`src/rtl/spi_tx_framer_pkg.sv`:
```
// Shared widths and FSM state encoding for the SPI transmit framer.
package spi_tx_framer_pkg;

  localparam int SPI_BYTE_B = 8;
  localparam int SPI_WORD_B = 64;

  typedef enum logic [1:0] {
    IDLE,
    LOAD,
    WAIT_REQ
  } spi_tx_state_e;

endpackage

```
`src/rtl/spi_tx_holding_reg.sv`:
```
// One-entry word buffer between the core and the framer; drops words that
// arrive while full and remembers that it did so until reset.
module spi_tx_holding_reg
  import spi_tx_framer_pkg::*;
#(
  parameter int WORD_B = SPI_WORD_B
) (
  input  logic              clk,
  input  logic              rst,
  input  logic              wr,
  input  logic [WORD_B-1:0] wr_data,
  input  logic              drain,
  output logic              valid,
  output logic              ready,
  output logic [WORD_B-1:0] data,
  output logic              overflow
);

  logic accept;
  logic valid_next;

  // A write in the draining cycle refills the slot rather than being dropped.
  assign accept = wr && (!valid || drain);

  always_comb begin
    valid_next = valid;
    if (drain)  valid_next = 1'b0;
    if (accept) valid_next = 1'b1;
  end

  // NOTE: sequential state uses non-blocking assignments so every flop samples
  // pre-edge values regardless of statement order.
  always_ff @(posedge clk or posedge rst) begin
    if (rst) begin
      valid    <= 1'b0;
      ready    <= 1'b1;
      data     <= '0;
      overflow <= 1'b0;
    end else begin
      valid <= valid_next;
      ready <= ~valid_next;
      if (accept)       data     <= wr_data;
      if (wr && !accept) overflow <= 1'b1;
    end
  end

endmodule

```
`src/rtl/spi_tx_framer.sv`:
```
// Serializes 64-bit core words into MSB-first bytes for the SPI slave shifter,
// one byte per slave request, with abort on chip-select release.
module spi_tx_framer
  import spi_tx_framer_pkg::*;
#(
  parameter int                WORD_B    = SPI_WORD_B,
  parameter int                BYTE_B    = SPI_BYTE_B,
  parameter logic [BYTE_B-1:0] IDLE_BYTE = '0
) (
  input  logic              CLK100MHZ,
  input  logic              ck_rst,
  input  logic              tx_dv,
  input  logic [WORD_B-1:0] tx_64bit,
  output logic              tx_ready,
  input  logic              spi_byte_req,
  input  logic              spi_cs_n,
  output logic              tran_dv,
  output logic [BYTE_B-1:0] tran_byte,
  output logic              frame_done,
  output logic              frame_abort,
  output logic              overflow
);

  localparam int BYTES = WORD_B / BYTE_B;
  localparam int CNT_W = (BYTES > 1) ? $clog2(BYTES) : 1;
  localparam logic [CNT_W-1:0] LAST = CNT_W'(BYTES - 1);

  spi_tx_state_e     state, state_next;
  logic              hold_valid;
  logic [WORD_B-1:0] hold_data;
  logic [WORD_B-1:0] shift_reg, shift_next;
  logic [CNT_W-1:0]  byte_cnt, cnt_next;
  logic              tran_dv_next, done_next, abort_next;
  logic [BYTE_B-1:0] tran_byte_next;
  logic              cs_q;
  logic              cs_rise;

  spi_tx_holding_reg #(.WORD_B(WORD_B)) u_hold (
    .clk      (CLK100MHZ),
    .rst      (ck_rst),
    .wr       (tx_dv),
    .wr_data  (tx_64bit),
    .drain    (state == LOAD),
    .valid    (hold_valid),
    .ready    (tx_ready),
    .data     (hold_data),
    .overflow (overflow)
  );

  assign cs_rise = spi_cs_n && !cs_q;

  // NOTE: every output of this block gets a default first, so no path through
  // the case statement can leave a value unassigned and infer a latch.
  always_comb begin
    state_next     = state;
    shift_next     = shift_reg;
    cnt_next       = byte_cnt;
    tran_dv_next   = 1'b0;
    tran_byte_next = tran_byte;
    done_next      = 1'b0;
    abort_next     = 1'b0;
    case (state)
      IDLE: begin
        if (hold_valid) state_next = LOAD;
      end
      LOAD: begin
        shift_next     = hold_data;
        cnt_next       = '0;
        tran_byte_next = hold_data[WORD_B-1 -: BYTE_B];
        tran_dv_next   = 1'b1;
        state_next     = WAIT_REQ;
      end
      WAIT_REQ: begin
        // Deselect wins over a coincident byte request.
        if (cs_rise) begin
          abort_next     = 1'b1;
          tran_byte_next = IDLE_BYTE;
          state_next     = IDLE;
        end else if (spi_byte_req) begin
          if (byte_cnt == LAST) begin
            done_next      = 1'b1;
            tran_byte_next = IDLE_BYTE;
            state_next     = IDLE;
          end else begin
            cnt_next       = byte_cnt + CNT_W'(1);
            shift_next     = shift_reg << BYTE_B;
            tran_byte_next = shift_reg[WORD_B-1-BYTE_B -: BYTE_B];
            tran_dv_next   = 1'b1;
          end
        end
      end
      default: state_next = IDLE;
    endcase
  end

  always_ff @(posedge CLK100MHZ or posedge ck_rst) begin
    if (ck_rst) begin
      state       <= IDLE;
      shift_reg   <= '0;
      byte_cnt    <= '0;
      tran_dv     <= 1'b0;
      tran_byte   <= IDLE_BYTE;
      frame_done  <= 1'b0;
      frame_abort <= 1'b0;
      cs_q        <= 1'b1;
    end else begin
      state       <= state_next;
      shift_reg   <= shift_next;
      byte_cnt    <= cnt_next;
      tran_dv     <= tran_dv_next;
      tran_byte   <= tran_byte_next;
      frame_done  <= done_next;
      frame_abort <= abort_next;
      cs_q        <= spi_cs_n;
    end
  end

endmodule

```
`config.mk`:
```
export PLATFORM = sky130hd
export DESIGN_NAME = spi_tx_framer
export DESIGN_NICKNAME = d
export VERILOG_FILES = /design/src/rtl/spi_tx_framer_pkg.sv /design/src/rtl/spi_tx_holding_reg.sv /design/src/rtl/spi_tx_framer.sv
export SDC_FILE = /design/constraint.sdc
export NUM_CORES = 1
export LEC_CHECK = 0
export CAP_MARGIN = 25
export CORE_ASPECT_RATIO = 0.5
export CORE_MARGIN = 3
export CORE_UTILIZATION = 60
export DETAILED_ROUTE_END_ITERATION = 10
export GPL_TIMING_DRIVEN = 0
export PLACE_DENSITY = 0.86
export SLEW_MARGIN = 5
export SYNTH_ARGS = -nofsm -noshare
export SYNTH_HDL_FRONTEND = slang
export SYNTH_HIERARCHICAL = 1
export SYNTH_SLANG_ARGS = --single-unit
export TNS_END_PERCENT = 30
```
`constraint.sdc`:
```
create_clock -name CLK100MHZ -period 5.6 [get_ports CLK100MHZ]
set_input_delay 0.56 -clock CLK100MHZ [delete_from_list [all_inputs] [get_ports CLK100MHZ]]
set_output_delay 0.56 -clock CLK100MHZ [all_outputs]
set_load 0.05 [all_outputs]
```
* Word level (Yosys, flattened, before mapping) *
Cells that the tools add are included.

operators by class
  $add $sub $neg = 1
  eq/ne operators = 9
  mux-type cells = 29
  bitwise operators = 1
  reduce and logical (&&, ||, !) cells = 12

operators by type and width
  kind                   number
  $mux W56               3
  $pmux W56 S2           1
  $mux W8                3
  $pmux W8 S2            1
  $mux W1                11
  $mux W3                3
  $mux W2                4
  $ne A2 B2 Y1 const B   3
  $ne A3 B3 Y1 const B   2
  $pmux W2 S3            1
  $pmux W3 S2            1
  $reduce_and A4 Y1      1
  $add A3 B1 Y3 const B  1
  $eq A3 B3 Y1 const B   1
  $logic_and A1 B1 Y1    3
  $logic_not A1 Y1       3
  $reduce_and A3 Y1      1
  $eq A2 B1 Y1 const B   1
  $eq A2 B2 Y1 const B   1
  $logic_not A2 Y1       1
  $ne A2 B1 Y1 const B   1
  $pmux W1 S2            1
  $reduce_and A2 Y1      1
  $reduce_bool A2 Y1     1
  other kinds (2)        2

word-level totals
  register bits = 140
  logic and storage cells = 64

* Logic depth before layout (Yosys ltp) *
Gate-level depths: netlist of run 1.

  word-level depth = 5
  mapped depth = 8

* Modules after synthesis *
Netlist of run 1, hierarchy kept.

by module, submodules not included
  module              instances  cells an instance  area an instance (µm²)  seq. area each (µm²)
  spi_tx_framer       1          306                3,611.0                 1,828.0
  spi_tx_holding_reg  1          144                2,741.4                 1,677.9

* Worst setup path before layout of run 1 *
No wires, ideal clock.

  path type = register -> register
  from = register byte_cnt[0]
  to = register shift_reg[10]
  library setup time = 87 ps
  arrival time = 1,587 ps
  data required time = 5,513 ps
  slack = 3,926 ps
  stages on the path, launching flop included = 7
  path buffers = 2
  period minus slack after synthesis = 1,674 ps
  cells stage by stage = dfrtp_1 -> ha_1 -> ha_1 -> or3_1 -> buf_6 -> buf_6 -> a22oi_1

on the way
  longest elaborated chain between the ends = 3

ends and longest elaborated chain
  what                                line                  source
  from (decl)                         spi_tx_framer.sv:32   logic [CNT_W-1:0] byte_cnt, cnt_next;
  from (signal assigned)              spi_tx_framer.sv:109  byte_cnt <= cnt_next;
  $eq A3 B3 Y1                        spi_tx_framer.sv:80   if (byte_cnt == LAST) begin
  $ne A2 B2 Y1 (no source line)       n/a
  $reduce_and A4 Y1 (no source line)  n/a
  to (signal assigned)                spi_tx_framer.sv:108  shift_reg <= shift_next;
  to (decl)                           spi_tx_framer.sv:31   logic [WORD_B-1:0] shift_reg, shift_next;

Every way passes these cells.
A chain may end at the register's enable or synchronous reset.

* Worst setup path in the final report of run 1 *
  from = register u_hold.ready
  to = output port tx_ready

RTL lines
  what                    line                      source
  from (decl)             spi_tx_holding_reg.sv:14  output logic ready,
  from (signal assigned)  spi_tx_holding_reg.sv:41  ready <= ~valid_next;
  to (decl)               spi_tx_framer.sv:14       output logic tx_ready,

No word-level cell between the ends.

==> results of run 1 <==
-- cell families after synthesis --
family | after synthesis | synth area share (%)
AOI/OAI and AO/OA | 72 | 9.71
adders and majority gates | 5 | 0.985
DFF | 140 | 55.2
and+or+nand+nor | 67 | 4.79
buffers and inverters | 42 | 4.35
muxes | 124 | 25.0
-- Yosys cell counts (4+ instances only) --
cell type,n
dfrtp_1,138
mux2_4,68
nor2_1,53
mux2i_1,52
a22oi_1,43
buf_2,14
buf_6,12
inv_1,10
a22o_1,8
a32o_1,8
a22oi_2,5
ha_1,5
mux2_2,4
nand2_1,4
-- layout make-up --
cell class	instances	area (um^2)	area share (%)
tap	135	169	2.12
inverter	11	46.3	0.582
clock inverter	10	141	1.78
clock buffer	22	454	5.71
multi-input combinational	268	2570	32.3
timing repair buffer	82	838	10.5
buffer	31	235	2.96
sequential	140	3510	44.0
-- placed cells by master (no fill, tap or decap), types with 4 or more instances in the layout --
cell type        count
mux2_4              68
inv_1                8
a22oi_2              5
buf_2               14
nand2_1              4
nor2_1              53
clkdlybuf4s50_1     81
ha_1                 5
a22oi_1             43
a32o_1               8
a22o_1               8
buf_6               12
dfrtp_1            138
clkbuf_1             5
clkbuf_16           17
mux2i_1             52
mux2_2               4
-- through the flow --
step | instance area, um^2 | total power [uW] | hold slack [ps] | setup slack (ps)
after floorplan | 6350 | 3400 | 457 | 3190
after global placement | 7330 | 3830 | 438 | 1930
after CTS | 7960 | 5130 | 464 | 3310
after detailed placement | 7360 | 3940 | 451 | 3370
after global routing | 7960 | 5390 | 492 | 3290
final | 7960 | 5130 | 458 | 3330
-- how the worst max path moves through the flow --
stage | startpoint | end | slack [ps] | cells past startpoint
after CTS | u_hold/ready$_DFF_PP1_ | tx_ready | 3310 | 1
after global routing | u_hold/ready$_DFF_PP1_ | tx_ready | 3290 | 1
final | u_hold/ready$_DFF_PP1_ | tx_ready | 3330 | 1
after detailed placement | spi_cs_n | shift_reg[54]$_DFFE_PP0P_ | 3370 | 6
after floorplan | ck_rst | byte_cnt[0]$_DFFE_PP0P_ | 3190 | 1
after global placement | ck_rst | shift_reg[50]$_DFFE_PP0P_ | 1930 | 2
-- power groups by stage --
stage | registers [uW] | clock network [uW] | logic [uW]
final | 1860 | 1140 | 2120
after global routing | 1910 | 1200 | 2280
after CTS | 1860 | 1150 | 2130
after detailed placement | 1850 | 0 | 2080
after global placement | 1840 | 0 | 2000
after floorplan | 1850 | 0 | 1550
-- routing by layer --
metal	up-vias	part of all wire, %	wire length (um)
li1	1826	-	-
met1	2128	44	6350
met2	135	49	6960
met3	14	6.2	882
met4	0	0.98	140
met5	-	0	0
==> flow_metrics.tcl, run 1 <==
set metrics [dict create \
    slowest_stage "clkdlybuf4s50_1" \
    fin_cells 699 \
    pwr-share-seq_pct 36.3 \
    netlist.top_cell.by_area "dfrtp_1" \
    r2r_setup_slack_ps 3560 \
    largest_reg_flops 64 \
    synth_edf_count 0 \
    grt.total_usage_pct 25.7 \
    clk_pin_slew_ps 60 \
    cts_hold_buffers 0 \
    hold_path.class "reg -> reg" \
    synth.avg_cell_area_um2 14.1 \
    ant_nets 0 \
    io_pins 82 \
    worstRegToRegCells 8 \
    drt-pass1-iter-count 6 \
    wl_per_cell_um 20.5 \
    cpPeakStageDelay_ps 790 \
    nets 625 \
    finalMaxSlewViolations 0 \
    clk_path_buf_depth 2 \
    use_met1_pct 35.3 \
    antennaDiodeCount 0 \
    top_usage_layer "met2" \
    slew_headroom_pct 41.9 \
    routed_via_density 5.87 \
    cp_top_family "buffers and inverters" \
    first_global_vias 4414 \
    hold_path_depth 1 \
    worstPathArrival_ps 1710 \
    rr_startpoint "state[0]$_DFFE_PP0P_" \
    ys.flop_type "dfrtp_1" \
    hold_viol 0 \
    worstMarginPinSlew_ps 871 \
    ir_worst_vdd_mv 0.270 \
    netlist-cell-type-count 34 \
    dp_cells 667 \
    leakage_uw 0.00363 \
    cts_setup_buffers 0 \
    worstSetupEndpointType "output pin" \
    post-route-util_pct 80.8 \
    num_rows 25 \
    chipHeight_um 78.8 \
    p_switching_uw 1780 \
    grt_max_degree 68 \
    rsz0062_at_grt "no" \
    use_met3_pct 4.85 \
    p_comb_share_pct 41.4 \
    die-width_um 152 \
    max-cap-violations 0 \
    period_share_pct 40.6 \
    cts_inserted_buffers 17 \
    power_density_nw_per_um2 644 \
    fp.coreArea_um2 9850 \
    cts_root_buf "clkbuf_16" \
    tritoncts "built" \
    syn_inst 450 \
    crit_chain "clkdlybuf4s50_1" \
    crit_buf_inv 1 \
    cts.repair.resized 0 \
    drc 0 \
    finalWirelength_um 14300 \
    synth_nets 524 \
    dp_hpwl_um 9440 \
    start_util_pct 64.5 \
    numClockSinks 140 \
    grt_antenna_before_repair 0 \
    p_clk_share_pct 22.2 \
    crit_path_start_kind "flop" \
    internal_power_uw 3350 \
    grt_pass1_wl_um 23300 \
    drive_gt1_share_pct 25.7 \
    place.gp.congestion 0.787 \
    worstHoldStart "u_hold/overflow$_DFFE_PP0P_" \
    synthDominantCellAreaShare_pct 54.4 \
    ys_warn_count 6 \
    path_class "reg -> out" \
    status "completed" \
    port_buffers 81 \
    setup_tns_ps 0 \
    swShare_pct 34.7 \
    ys_seq_area_share_pct 55.2 \
    ys_top_cells_by_area "dfrtp_1 54%, mux2_4 16%, mux2i_1 8.2%, a22oi_1 5.1%, nor2_1 3.1%" \
    setup_violations 0 \
    routed-via-count 4103 \
    drtIter0Drc 289 \
    dieArea_um2 11900 \
    fmax_mhz 440 \
    ys_seq_elements 140 \
    synth-async-reset-ratio_pct 100 \
    rr_endpoint "shift_reg[35]$_DFFE_PP0P_" \
    fin_crit_ps 2270 \
    worstSkewPairLatency_ps 420 \
    worstPathMaxFanout 1 \
    overflow 0 \
    min_to "u_hold/overflow$_DFFE_PP0P_" \
    required_ps 5040 \
    fin_skew_ps 4.17 \
    h-tree-depth 4 \
    met2_usage_pct 41.3 \
    area_growth_syn_to_layout_pct 25.3 \
    synth.cell_area_um2 6350 \
    filler_cell_count 538 \
]
No activity file was read; power rests on OpenSTA's default activity.
==> inputs of run 2 (changes only) <==
Settings changed: CORE_UTILIZATION 60 to 55, PLACE_DENSITY 0.86 to 0.79.
Clock period 5.6 ns to 2.21 ns, I/O delays scaled along.
==> run 2 against run 1 <==
  * Clock skew grew 5.3 ps
  * Clock power increased by 150%
  * Total power rose by 150%
  * Via count is 2.4% lower
  * Count of clock-buffer cells in the layout down 1
  * Die area increased by 8.6%
  * Global-route usage decreased by 3.4 points
  * Core utilization is 9.1 points lower
  * Setup slack lost 3100 ps
  * Routed wire length down 6.2%
  * Critical path type is now reg -> reg
  * Critical endpoint is now shift_reg[37]$_DFFE_PP0P_
==> flow_metrics.tcl, run 2 (synthesized netlist as in run 1, its figures left out) <==
set metrics [dict create \
    final_common_cell "dfrtp_1" \
    fp.coreArea_um2 11100 \
    hold_path.class "in -> async" \
    clk_pin_slew_ps 60 \
    dp_hpwl_um 9140 \
    ant_nets 0 \
    path_class "reg -> reg" \
    worstPathArrival_ps 2270 \
    finalHoldWorstSlack_ps 122 \
    io_pins 82 \
    h-tree-depth 4 \
    met2_usage_pct 35.6 \
    grt_antenna_before_repair 0 \
    drc 0 \
    numClockSinks 140 \
    cpPeakStageDelay_ps 400 \
    grt_max_degree 70 \
    cp_top_family "buffers and inverters" \
    first_global_vias 4142 \
    setup_violations 0 \
    chipHeight_um 82.0 \
    nets 625 \
    finalWirelength_um 13400 \
    finalMaxSlewViolations 0 \
    crit_path_start_kind "flop" \
    internal_power_uw 8420 \
    critical_path.most_common_cell "buf_2" \
    grt_pass1_wl_um 21900 \
    fmax_mhz 508 \
    fin_area_um2 7970 \
    ir_worst_vdd_mv 0.733 \
    cts_root_buf "clkbuf_16" \
    antennaDiodeCount 0 \
    power_density_nw_per_um2 1610 \
    num_rows 27 \
    swShare_pct 34.2 \
    slew_headroom_pct 43.5 \
    largest_reg_flops 64 \
    tritoncts "built" \
    status "completed" \
    final_cell_mix "138 x dfrtp_1, 81 x clkdlybuf4s50_1, 68 x mux2_4, 53 x nor2_1, 52 x mux2i_1" \
    use_met3_pct 4.16 \
    die-width_um 158 \
    routed_via_density 5.65 \
    area_growth_syn_to_layout_pct 25.4 \
    place.gp.congestion 0.799 \
    use_met1_pct 31.2 \
    cts.repair.resized 0 \
    crit_buf_inv 4 \
    clk_path_buf_depth 2 \
    dieArea_um2 13000 \
    drt-pass1-iter-count 5 \
    leakage_uw 0.00364 \
    routed-via-count 4005 \
    fin_skew_ps 9.44 \
    worstSkewPairLatency_ps 420 \
    p_comb_share_pct 41.5 \
    port_buffers 81 \
    max-cap-violations 0 \
    worstPathMaxFanout 10 \
    fin_crit_ps 1970 \
    hold_viol 0 \
    cts_hold_buffers 0 \
    p_clk_share_pct 22.0 \
    worstMarginPinSlew_ps 847 \
    pwr-share-seq_pct 36.5 \
    period_share_pct 89.1 \
    required_ps 2510 \
    p_switching_uw 4380 \
    wl_per_cell_um 19.0 \
    slowest_stage "dfrtp_1" \
    drtIter0Drc 292 \
    overflow 0 \
    cts_inserted_buffers 17 \
    top_usage_layer "met2" \
    drive_gt1_share_pct 26.2 \
    start_util_pct 57.2 \
    crit_chain "inv_1 > ha_1 > buf_4 > nor2b_1 > buf_2 > buf_2 > nor2_1 > a22oi_1" \
    worstSetupEndpointType "flop" \
    grt.total_usage_pct 22.3 \
    cts_setup_buffers 0 \
    rsz0062_at_grt "no" \
    post_dp_cell_area_um2 7380 \
]
-- run 2: changes by cell type in the layout (fill, tap and decap cells not counted), sizes merged --
cell | previous run | this run
bufinv | 3 | 2
clkinv | 6 | 8
clkbuf | 23 | 22
-- run 2: area by class of cell --
cell class	count	area, um^2
inverters	11	46.3
clock inverters	11	118
plain buffers	31	235
flip-flops and latches	140	3510
fillers	734	3150
well taps	145	181
repair buffers	82	838
multi-input cells	268	2570
clock buffers	21	470
-- run 2: path summary, 6_finish.rpt --
kind / start / to / slack [ps] / cells after the start
hold / removal: ck_rst / shift_reg[6]$_DFFE_PP0P_ / 120 / 2
setup reg to reg: state[0]$_DFFE_PP0P_ / shift_reg[37]$_DFFE_PP0P_ / 240 / 8
min in group CLK100MHZ: spi_cs_n / cs_q$_DFF_PP1_ / 280 / 1
hold reg to reg: u_hold/overflow$_DFFE_PP0P_ / u_hold/overflow$_DFFE_PP0P_ / 460 / 1
max in group asynchronous: ck_rst / u_hold/data[30]$_DFFE_PP0P_ / 1230 / 2
setup / recovery: state[0]$_DFFE_PP0P_ / shift_reg[37]$_DFFE_PP0P_ / 240 / 8
-- run 2: metrics by stage --
step	utilization [%]	power (uW)	TNS [ps]	setup slack [ps]	std cells
floorplan	-	8610	0	137	450
CTS	71.7	12800	0	240	709
global route	71.7	13500	0	127	709
global placement	66.1	9730	-142320	-1150	676
finish	71.7	12800	0	242	709
detailed placement	66.4	9950	0	257	677
-- run 2: layer usage --
metal | wire, um | up-vias
met1 | 6370 | 2025
met2 | 6270 | 131
met4 | 179 | 0
li1 | - | 1830
met3 | 626 | 19
met5 | 0 | -
-- run 2: power by group through the flow --
| stage | clock, uW | combinational, uW | sequential [uW] |
|---|---|---|---|
| after floorplan | 0 | 3920 | 4690 |
| after global placement | 0 | 5070 | 4660 |
| after detailed placement | 0 | 5270 | 4680 |
| after CTS | 2850 | 5330 | 4670 |
| after global routing | 2970 | 5730 | 4810 |
| final | 2820 | 5310 | 4670 |
==> inputs of run 3 (changes only) <==
Settings changed: CTS_CLUSTER_DIAMETER set to 200.
==> results of run 3 <==
Same layout as run 2: the final DEF is identical, and so are final timing and power.
